`src/rtl/rc_count_sequencer.sv`:
```
// rc_count_sequencer: clears an external negedge ripple counter, pulses it one count at a time,
// and compares each settled value against a latched target.
module rc_count_sequencer #(
  parameter int WIDTH      = 4,
  parameter int SETTLE     = 2,
  parameter int MAX_PULSES = 16,
  localparam int PW        = $clog2(MAX_PULSES + 1)
) (
  input  logic             clk,
  input  logic             reset,
  input  logic             start,
  input  logic             abort,
  input  logic [WIDTH-1:0] target,
  input  logic [WIDTH-1:0] cnt_q,
  output logic             cnt_clk,
  output logic             cnt_rst,
  output logic [WIDTH-1:0] cnt_t,
  output logic             busy,
  output logic             done,
  output logic             err,
  output logic [WIDTH-1:0] q_sample,
  output logic [PW-1:0]    pulse_cnt
);
  typedef enum logic [2:0] {IDLE, CLR_HI, CLR_LO, PULSE_HI, PULSE_LO, SETTLE_S, CHECK, DONE} state_t;
  state_t state_q, state_d;
  logic [3:0] tmr_q, tmr_d;
  logic [WIDTH-1:0] tgt_q, tgt_d, q_sample_q, q_sample_d, cnt_t_q, cnt_t_d;
  logic [PW-1:0] pulse_cnt_q, pulse_cnt_d;
  logic err_q, err_d, cnt_clk_q, cnt_clk_d, cnt_rst_q, cnt_rst_d, busy_q, busy_d, done_q, done_d;
  always_comb begin
    state_d     = state_q;
    tmr_d       = tmr_q;
    tgt_d       = tgt_q;
    err_d       = err_q;
    pulse_cnt_d = pulse_cnt_q;
    q_sample_d  = q_sample_q;
    if (abort && state_q != IDLE) state_d = IDLE;
    else case (state_q)
      IDLE: if (start) begin
        tgt_d       = target;
        err_d       = 1'b0;
        pulse_cnt_d = '0;
        state_d     = CLR_HI;
      end
      CLR_HI:   state_d = CLR_LO;
      PULSE_HI: state_d = PULSE_LO;
      CLR_LO, PULSE_LO: begin
        tmr_d   = 4'(SETTLE - 1);
        state_d = SETTLE_S;
      end
      SETTLE_S: begin
        tmr_d   = tmr_q - 4'd1;
        state_d = tmr_q == 4'd0 ? CHECK : SETTLE_S;
      end
      CHECK: begin
        q_sample_d = cnt_q;
        if (cnt_q == tgt_q) state_d = DONE;
        else if (pulse_cnt_q == PW'(MAX_PULSES)) begin
          err_d   = 1'b1;
          state_d = DONE;
        end else begin
          pulse_cnt_d = pulse_cnt_q + 1'b1;
          state_d     = PULSE_HI;
        end
      end
      default: state_d = IDLE;
    endcase
    // Outputs are decoded from the next state so the registers track the state they belong to.
    cnt_clk_d = state_d == CLR_HI || state_d == PULSE_HI;
    cnt_rst_d = state_d == CLR_HI || state_d == CLR_LO;
    cnt_t_d   = (state_d == PULSE_HI || state_d == PULSE_LO) ? '1 :
                (state_d == SETTLE_S || state_d == CHECK) ? cnt_t_q : '0;
    busy_d    = state_d != IDLE;
    done_d    = state_d == DONE;
  end
  always_ff @(posedge clk) begin
    if (reset) begin
      state_q     <= IDLE;
      tmr_q       <= '0;
      tgt_q       <= '0;
      err_q       <= 1'b0;
      pulse_cnt_q <= '0;
      q_sample_q  <= '0;
      cnt_clk_q   <= 1'b0;
      cnt_rst_q   <= 1'b0;
      cnt_t_q     <= '0;
      busy_q      <= 1'b0;
      done_q      <= 1'b0;
    end else begin
      state_q     <= state_d;
      tmr_q       <= tmr_d;
      tgt_q       <= tgt_d;
      err_q       <= err_d;
      pulse_cnt_q <= pulse_cnt_d;
      q_sample_q  <= q_sample_d;
      cnt_clk_q   <= cnt_clk_d;
      cnt_rst_q   <= cnt_rst_d;
      cnt_t_q     <= cnt_t_d;
      busy_q      <= busy_d;
      done_q      <= done_d;
    end
  end
  assign cnt_clk   = cnt_clk_q;
  assign cnt_rst   = cnt_rst_q;
  assign cnt_t     = cnt_t_q;
  assign busy      = busy_q;
  assign done      = done_q;
  assign err       = err_q;
  assign q_sample  = q_sample_q;
  assign pulse_cnt = pulse_cnt_q;
endmodule

```
`config.mk`:
```
export PLATFORM = sky130hd
export DESIGN_NAME = rc_count_sequencer
export DESIGN_NICKNAME = d
export VERILOG_FILES = /design/src/rtl/rc_count_sequencer.sv
export SDC_FILE = /design/constraint.sdc
export NUM_CORES = 1
export LEC_CHECK = 0
export ABC_AREA = 1
export CORE_MARGIN = 3
export CORE_UTILIZATION = 50
export CTS_CLUSTER_DIAMETER = 40
export DETAILED_ROUTE_END_ITERATION = 7
export PLACE_DENSITY_LB_ADDON = 0.1
export SYNTH_ARGS = -nofsm -noshare
export SYNTH_HDL_FRONTEND = slang
export SYNTH_SLANG_ARGS = --single-unit
```
`constraint.sdc`:
```
create_clock -name clk -period 1.5 [get_ports clk]
set_input_delay 0.375 -clock clk [delete_from_list [all_inputs] [get_ports clk]]
set_output_delay 0.375 -clock clk [all_outputs]
set_load 0.01 [all_outputs]
```
==> run_results.csv, run 1 <==
group,metric,value,unit
pwr,ir_drop,1.00,mV
setup_path,critical_path_buf_inv_count,2,
clock_network,clock_sinks,26,
outcome,outcome,"finished, final reports clean",
timing,hold_violations,0,
synthesis,netlist_top_cells_count,"43 x nand2_1, 26 x dfxtp_1, 25 x inv_1",
global_routing,grt_pass1_vias,1412,
placed_design,dp_hpwl,2590,um
route,ant_nets,0,
timing,drv_slew,0,
floorplan,io_pins,30,
setup_path,ff2ff_setup_slack,0.06,ns
synthesis,synth_nets,218,
synthesis,synth_xor_area_share,1.21,%
floorplan,die_area,3570,um2
setup_path,crit_chain,"clkdlybuf4s50_1, inv_1, nand2_1, nand2_1, nor2_4, nand3_4, nand2_4, nand2_2, nand2_2, nand2_1, nor2_1",
global_routing,grt_max_degree,15,
finish,antenna_cells,0,
setup_path,crit_top_cell,"nand2_1",
floorplan,initial_utilization,55.3,%
synthesis,synth-main-ff-cell,"dfxtp_1",
synthesis,synth_compound_area_share,11.5,%
floorplan,fp.dieH,59.7,um
setup_path,critPathSlowestCell,"clkdlybuf4s50_1",
finish,final_core_util,74.7,%
synthesis,async_reset_ff_share,0,%
finish,nNetsFinal,264,
pwr,powerDensity,1100,nW/um2
placed_design,routabilityCongestion,0.822,
route,first_pass_iters,4,
timing,fmaxAchievable,691,MHz
synthesis,seq_area_frac_synth,36.0,%
hold_path,hold_path_class,"in -> reg",
synthesis,synth_cell_types,27,
route,drc,0,
synthesis,synth_area,1440,um2
finish,syn_to_final_growth,35.1,%
setup_path,critical_path.max_fanout,5,
setup_path,critPathKind,"in -> reg",
clock_network,cts_tree,"yes",
synthesis,synth_top_area_share,36.0,%
synthesis,synth_edf_count,0,
finish,drive_above_1_share,25.9,%
clock_network,clockBufferDepth,2,
clock_network,htree_levels,1,
route,vias_per_cell,5.32,
clock_network,hold_buffers,0,
synthesis,synth_top_family_by_area,"simple AND/OR/NAND/NOR gates",
timing,relSlewSlack,80.6,%
finish,fin_area,1950,um2
global_routing,grt.total_usage,20.4,%
synthesis,synth_area_leaders,"dfxtp_1 36%, nand2_1 11%, inv_1 6.5%",
route,wire_per_inst,12.7,um
route,num_vias,1475,
timing,post-route-min-period,1.45,ns
setup_path,cp.arrival,1.72,ns
timing,timing.final.crit_share,96.5,%
synthesis,yosys.area.top_type,"dfxtp_1",
route,drtIter0Drc,86,
setup_path,cp_top_family,"simple AND/OR/NAND/NOR gates",
floorplan,rows,18,
synthesis,syn_avg_cell_area,7.15,um2
synthesis,post-synth-top-count-cell,"nand2_1",
synthesis,yosys.area_share.simple,38.1,%
synthesis,synthMuxAreaShare,0,%
placed_design,port_buffers,29,
pwr,leakage,0.946,nW
floorplan,die_w,59.7,um
clock_network,cts_root_buf,"clkbuf_4",
route,drt-total-wl,3520,um
setup_path,start_kind,"primary input",
clock_network,worstSkewPairLatency,0.33,ns
synthesis,netlist_instances,202,
global_routing,antenna_found_initial,0,
timing,skew,0.00172,ns
timing,finalSetupViolations,0,
setup_path,max_stage_delay,0.50,ns
setup_path,required,1.78,ns
run,drv_cap,0,
synthesis,synthAdderAreaFrac,3.47,%
synthesis,yosysWarnings,0,
clock_network,cts_buffers,3,
timing,tightest_slew,0.289,ns
synthesis,synth_seq_cells,26,
global_routing,grt_pass1_wl,5610,um
placed_design,placed_area,1860,um2
clock_network,clk_pin_slew,0.14,ns
floorplan,core_area,2610,um2
setup_path,critPathCaptureType,"flop",
global_routing,grt-ovfl-total,0,
timing,fin_tns_setup,0,ns
==> where the power goes <==
group	internal [W]	total, W	switching [W]
registers	0.000803	0.000898	0.0000946
logic	0.000359	0.000891	0.000532
clock network	0.000149	0.000362	0.000213
total	0.00131	0.00215	0.000840
==> final cells by class <==
| type | instances | area, um2 |
|---|---|---|
| clock buffer | 4 | 36.3 |
| tap | 30 | 37.5 |
| timing repair buffer | 45 | 403 |
| fill | 199 | 662 |
| inverter | 30 | 113 |
| multi-input combinational | 142 | 827 |
| sequential | 26 | 534 |
==> per-layer routing <==
layer  part of all wire (%)  up-vias  global-route usage [%]
met3                    6.4        7                    5.18
met5                      0        -                       0
li1                       -      732                       -
met1                     38      682                    22.3
met4                    1.2        0                    6.33
met2                     54       54                    38.0
==> through the flow <==
stage	worst slack [ns]	cells	power, W	hold slack, ns
final	0.0528	277	0.00215	0.429
after global routing	-0.0270	277	0.00230	0.471
after CTS	0.0122	274	0.00210	0.469
after detailed placement	-0.332	270	0.00177	0.448
after global placement	-0.267	270	0.00174	0.437
after floorplan	0.0453	202	0.00147	0.443
==> sequential cells by signal, summed over array words and instances (netlist names) <==
name and cells:
cnt_t 1, cnt_clk 1, state_q 3, busy 1, done 1, tgt_q 4, q_sample 4, pulse_cnt 5
err 1, cnt_rst 1, tmr_q 4
==> cells by family (layout without fill, tap and decap cells) <==
family | Yosys count | count (layout)
fa+ha+maj | 4 | 4
simple gates | 104 | 104
buf+inv | 34 | 79
xor+xnor | 2 | 2
compound gates | 32 | 32
flops | 26 | 26
==> layout by cell type, fill, tap and decap left out, types with 6 or more instances in the layout <==
master / n
dlygate4sd2_1: 18
inv_2: 7
buf_4: 15
nand4_1: 6
nor2_1: 19
dfxtp_1: 17
clkdlybuf4s50_1: 10
dfxtp_2: 8
nand3_1: 9
o21ai_0: 11
nand2_2: 7
a21oi_1: 16
nand2_1: 42
inv_1: 23
==> path summary, 6_finish.rpt <==
check / startpoint / endpoint / cells after the start
setup / recovery: cnt_q[0] / cnt_t[2] / 11
hold / removal: cnt_q[1] / q_sample[1] / 4
setup reg to reg: pulse_cnt[0] / pulse_cnt[4] / 9
hold reg to reg: err / err / 2
==> worst register-to-register path, cell delays in order (launching register included) <==
cell	delay, ns
dfxtp_4	0.39
inv_2	0.06
ha_1	0.15
nand2_1	0.07
nor2_2	0.13
nand2_2	0.08
buf_4	0.16
nand3_4	0.11
nand2_1	0.07
a21oi_1	0.15
==> what timing repair did <==
item,in CTS,in global routing
endpoints found under the setup margin,23,17
setup buffers,0,3
cloned,0,0
pin swaps,0,5
gates resized for setup,26,17
(Power assumes the default switching activity.)
==> inputs of run 2 (changes only) <==
--- a/config.mk
+++ b/config.mk
@@ -6,7 +6,6 @@
 export NUM_CORES = 1
 export LEC_CHECK = 0
 export ABC_AREA = 1
-export CORE_MARGIN = 3
 export CORE_UTILIZATION = 50
 export CTS_CLUSTER_DIAMETER = 40
 export DETAILED_ROUTE_END_ITERATION = 7
==> run_results.csv, run 2 (synthesized netlist as in run 1, its figures left out) <==
group,metric,value,unit
timing,hold_violations,0,
route,num_vias,1437,
finish,fin_area,2030,um2
pwr,powerDensity,1150,nW/um2
timing,setup_slack,0.0803,ns
clock_network,htree_levels,1,
timing,fmaxAchievable,704,MHz
placed_design,pre_cts_slack,-0.366,ns
setup_path,critPathSlowestCell,"dfxtp_2",
route,ant_nets,0,
placed_design,routabilityCongestion,0.850,
timing,drv_slew,0,
clock_network,cts_root_buf,"clkbuf_4",
route,vias_per_cell,5.11,
finish,antenna_cells,0,
finish,final_core_util,74.1,%
timing,timing.final.crit_share,94.6,%
route,wire_per_inst,11.9,um
route,drc,0,
floorplan,core_area,2730,um2
setup_path,start_kind,"flop",
clock_network,hold_buffers,0,
global_routing,grt_pass1_wl,5640,um
timing,relSlewSlack,81.9,%
clock_network,clk_pin_slew,0.15,ns
clock_network,clock_sinks,26,
floorplan,fp.dieH,55.7,um
pwr,leakage,0.958,nW
outcome,outcome,"finished, final reports clean",
floorplan,rows,19,
placed_design,port_buffers,29,
floorplan,io_pins,30,
setup_path,critPathKind,"reg -> out",
run,drv_cap,0,
setup_path,max_stage_delay,0.36,ns
global_routing,antenna_found_initial,0,
setup_path,critPathCaptureType,"output pin",
placed_design,dp_hpwl,2470,um
route,drtIter0Drc,53,
timing,finalSetupViolations,0,
floorplan,die_w,55.7,um
finish,final_common_cell,"nand2_1",
route,drt-total-wl,3340,um
timing,fin_tns_setup,0,ns
clock_network,worstSkewPairLatency,0.33,ns
floorplan,die_area,3110,um2
placed_design,placed_area,1860,um2
global_routing,grt-ovfl-total,0,
clock_network,cts_buffers,3,
global_routing,grt_pass1_vias,1372,
finish,drive_above_1_share,29.2,%
setup_path,required,1.12,ns
hold_path,hold_path_class,"reg -> reg",
global_routing,grt.total_usage,22.6,%
finish,mostFrequentLayoutCells,"41 x nand2_1, 23 x inv_1, 18 x nor2_1, 18 x buf_4, 17 x dlygate4sd2_1",
clock_network,cts_tree,"yes",
route,first_pass_iters,4,
finish,nNetsFinal,267,
setup_path,crit_chain,"buf_4, clkdlybuf4s15_1",
clock_network,clockBufferDepth,2,
timing,skew,0.00498,ns
timing,tightest_slew,0.269,ns
setup_path,critical_path.max_fanout,4,
setup_path,cp_top_family,"flip-flops",
finish,syn_to_final_growth,40.4,%
timing,post-route-min-period,1.42,ns
global_routing,grt_max_degree,16,
finish,largest_reg_flops,5,
floorplan,initial_utilization,52.8,%
setup_path,cp.arrival,1.04,ns
timing,hold_ws,0.467,ns
setup_path,critical_path_buf_inv_count,2,
pwr,ir_drop,0.944,mV
## run 2: what timing repair did
item / CTS / global route
resized for setup: 29 / 24
setup endpoints to repair: 20 / 18
setup buffers: 5 / 2
pin swaps: 4 / 8
## run 2: power breakdown
part	total [W]	switching, W	internal, W
Clock	0.000497	0.000226	0.000270
Combinational	0.000942	0.000548	0.000394
Sequential	0.000897	0.0000929	0.000804
## run 2: layout make-up
cell class              count  area (um2)
fillers                   222         707
inverters                  30         115
well taps                  31        38.8
flip-flops and latches     26         536
multi-input cells         142         861
clock buffers               3        22.5
repair buffers             48         424
clock inverters             1        30.0
## run 2: metal layers
| layer | vias up | track usage (%) | wire (um) |
|---|---|---|---|
| li1 | 739 | - | - |
| met1 | 665 | 26.4 | 1440 |
| met2 | 29 | 42.2 | 1730 |
| met3 | 4 | 2.56 | 136 |
| met4 | 0 | 7.86 | 34 |
| met5 | - | 0 | 0 |
## run 2: final timing paths
path	slack [ns]	from	depth (start not counted)	end
max	0.08	cnt_t[2]	2	cnt_t[3]
min	0.47	err	2	err
max reg2reg	0.11	state_q[1]	8	tmr_q[2]
min reg2reg	0.47	err	2	err
## run 2: through the flow
step                power, W  cells
floorplan            0.00147    202
finish               0.00234    281
detailed placement   0.00177    271
global placement     0.00173    271
global route         0.00248    281
CTS                  0.00225    280
## run 2: worst reg2reg max path, stage by stage (launching register included)
cell	delay, ns
dfxtp_2	0.40
inv_1	0.08
nand3_1	0.15
nand3_2	0.14
nand2_1	0.11
buf_4	0.15
o21ai_0	0.14
nand2_1	0.07
nor2_1	0.09
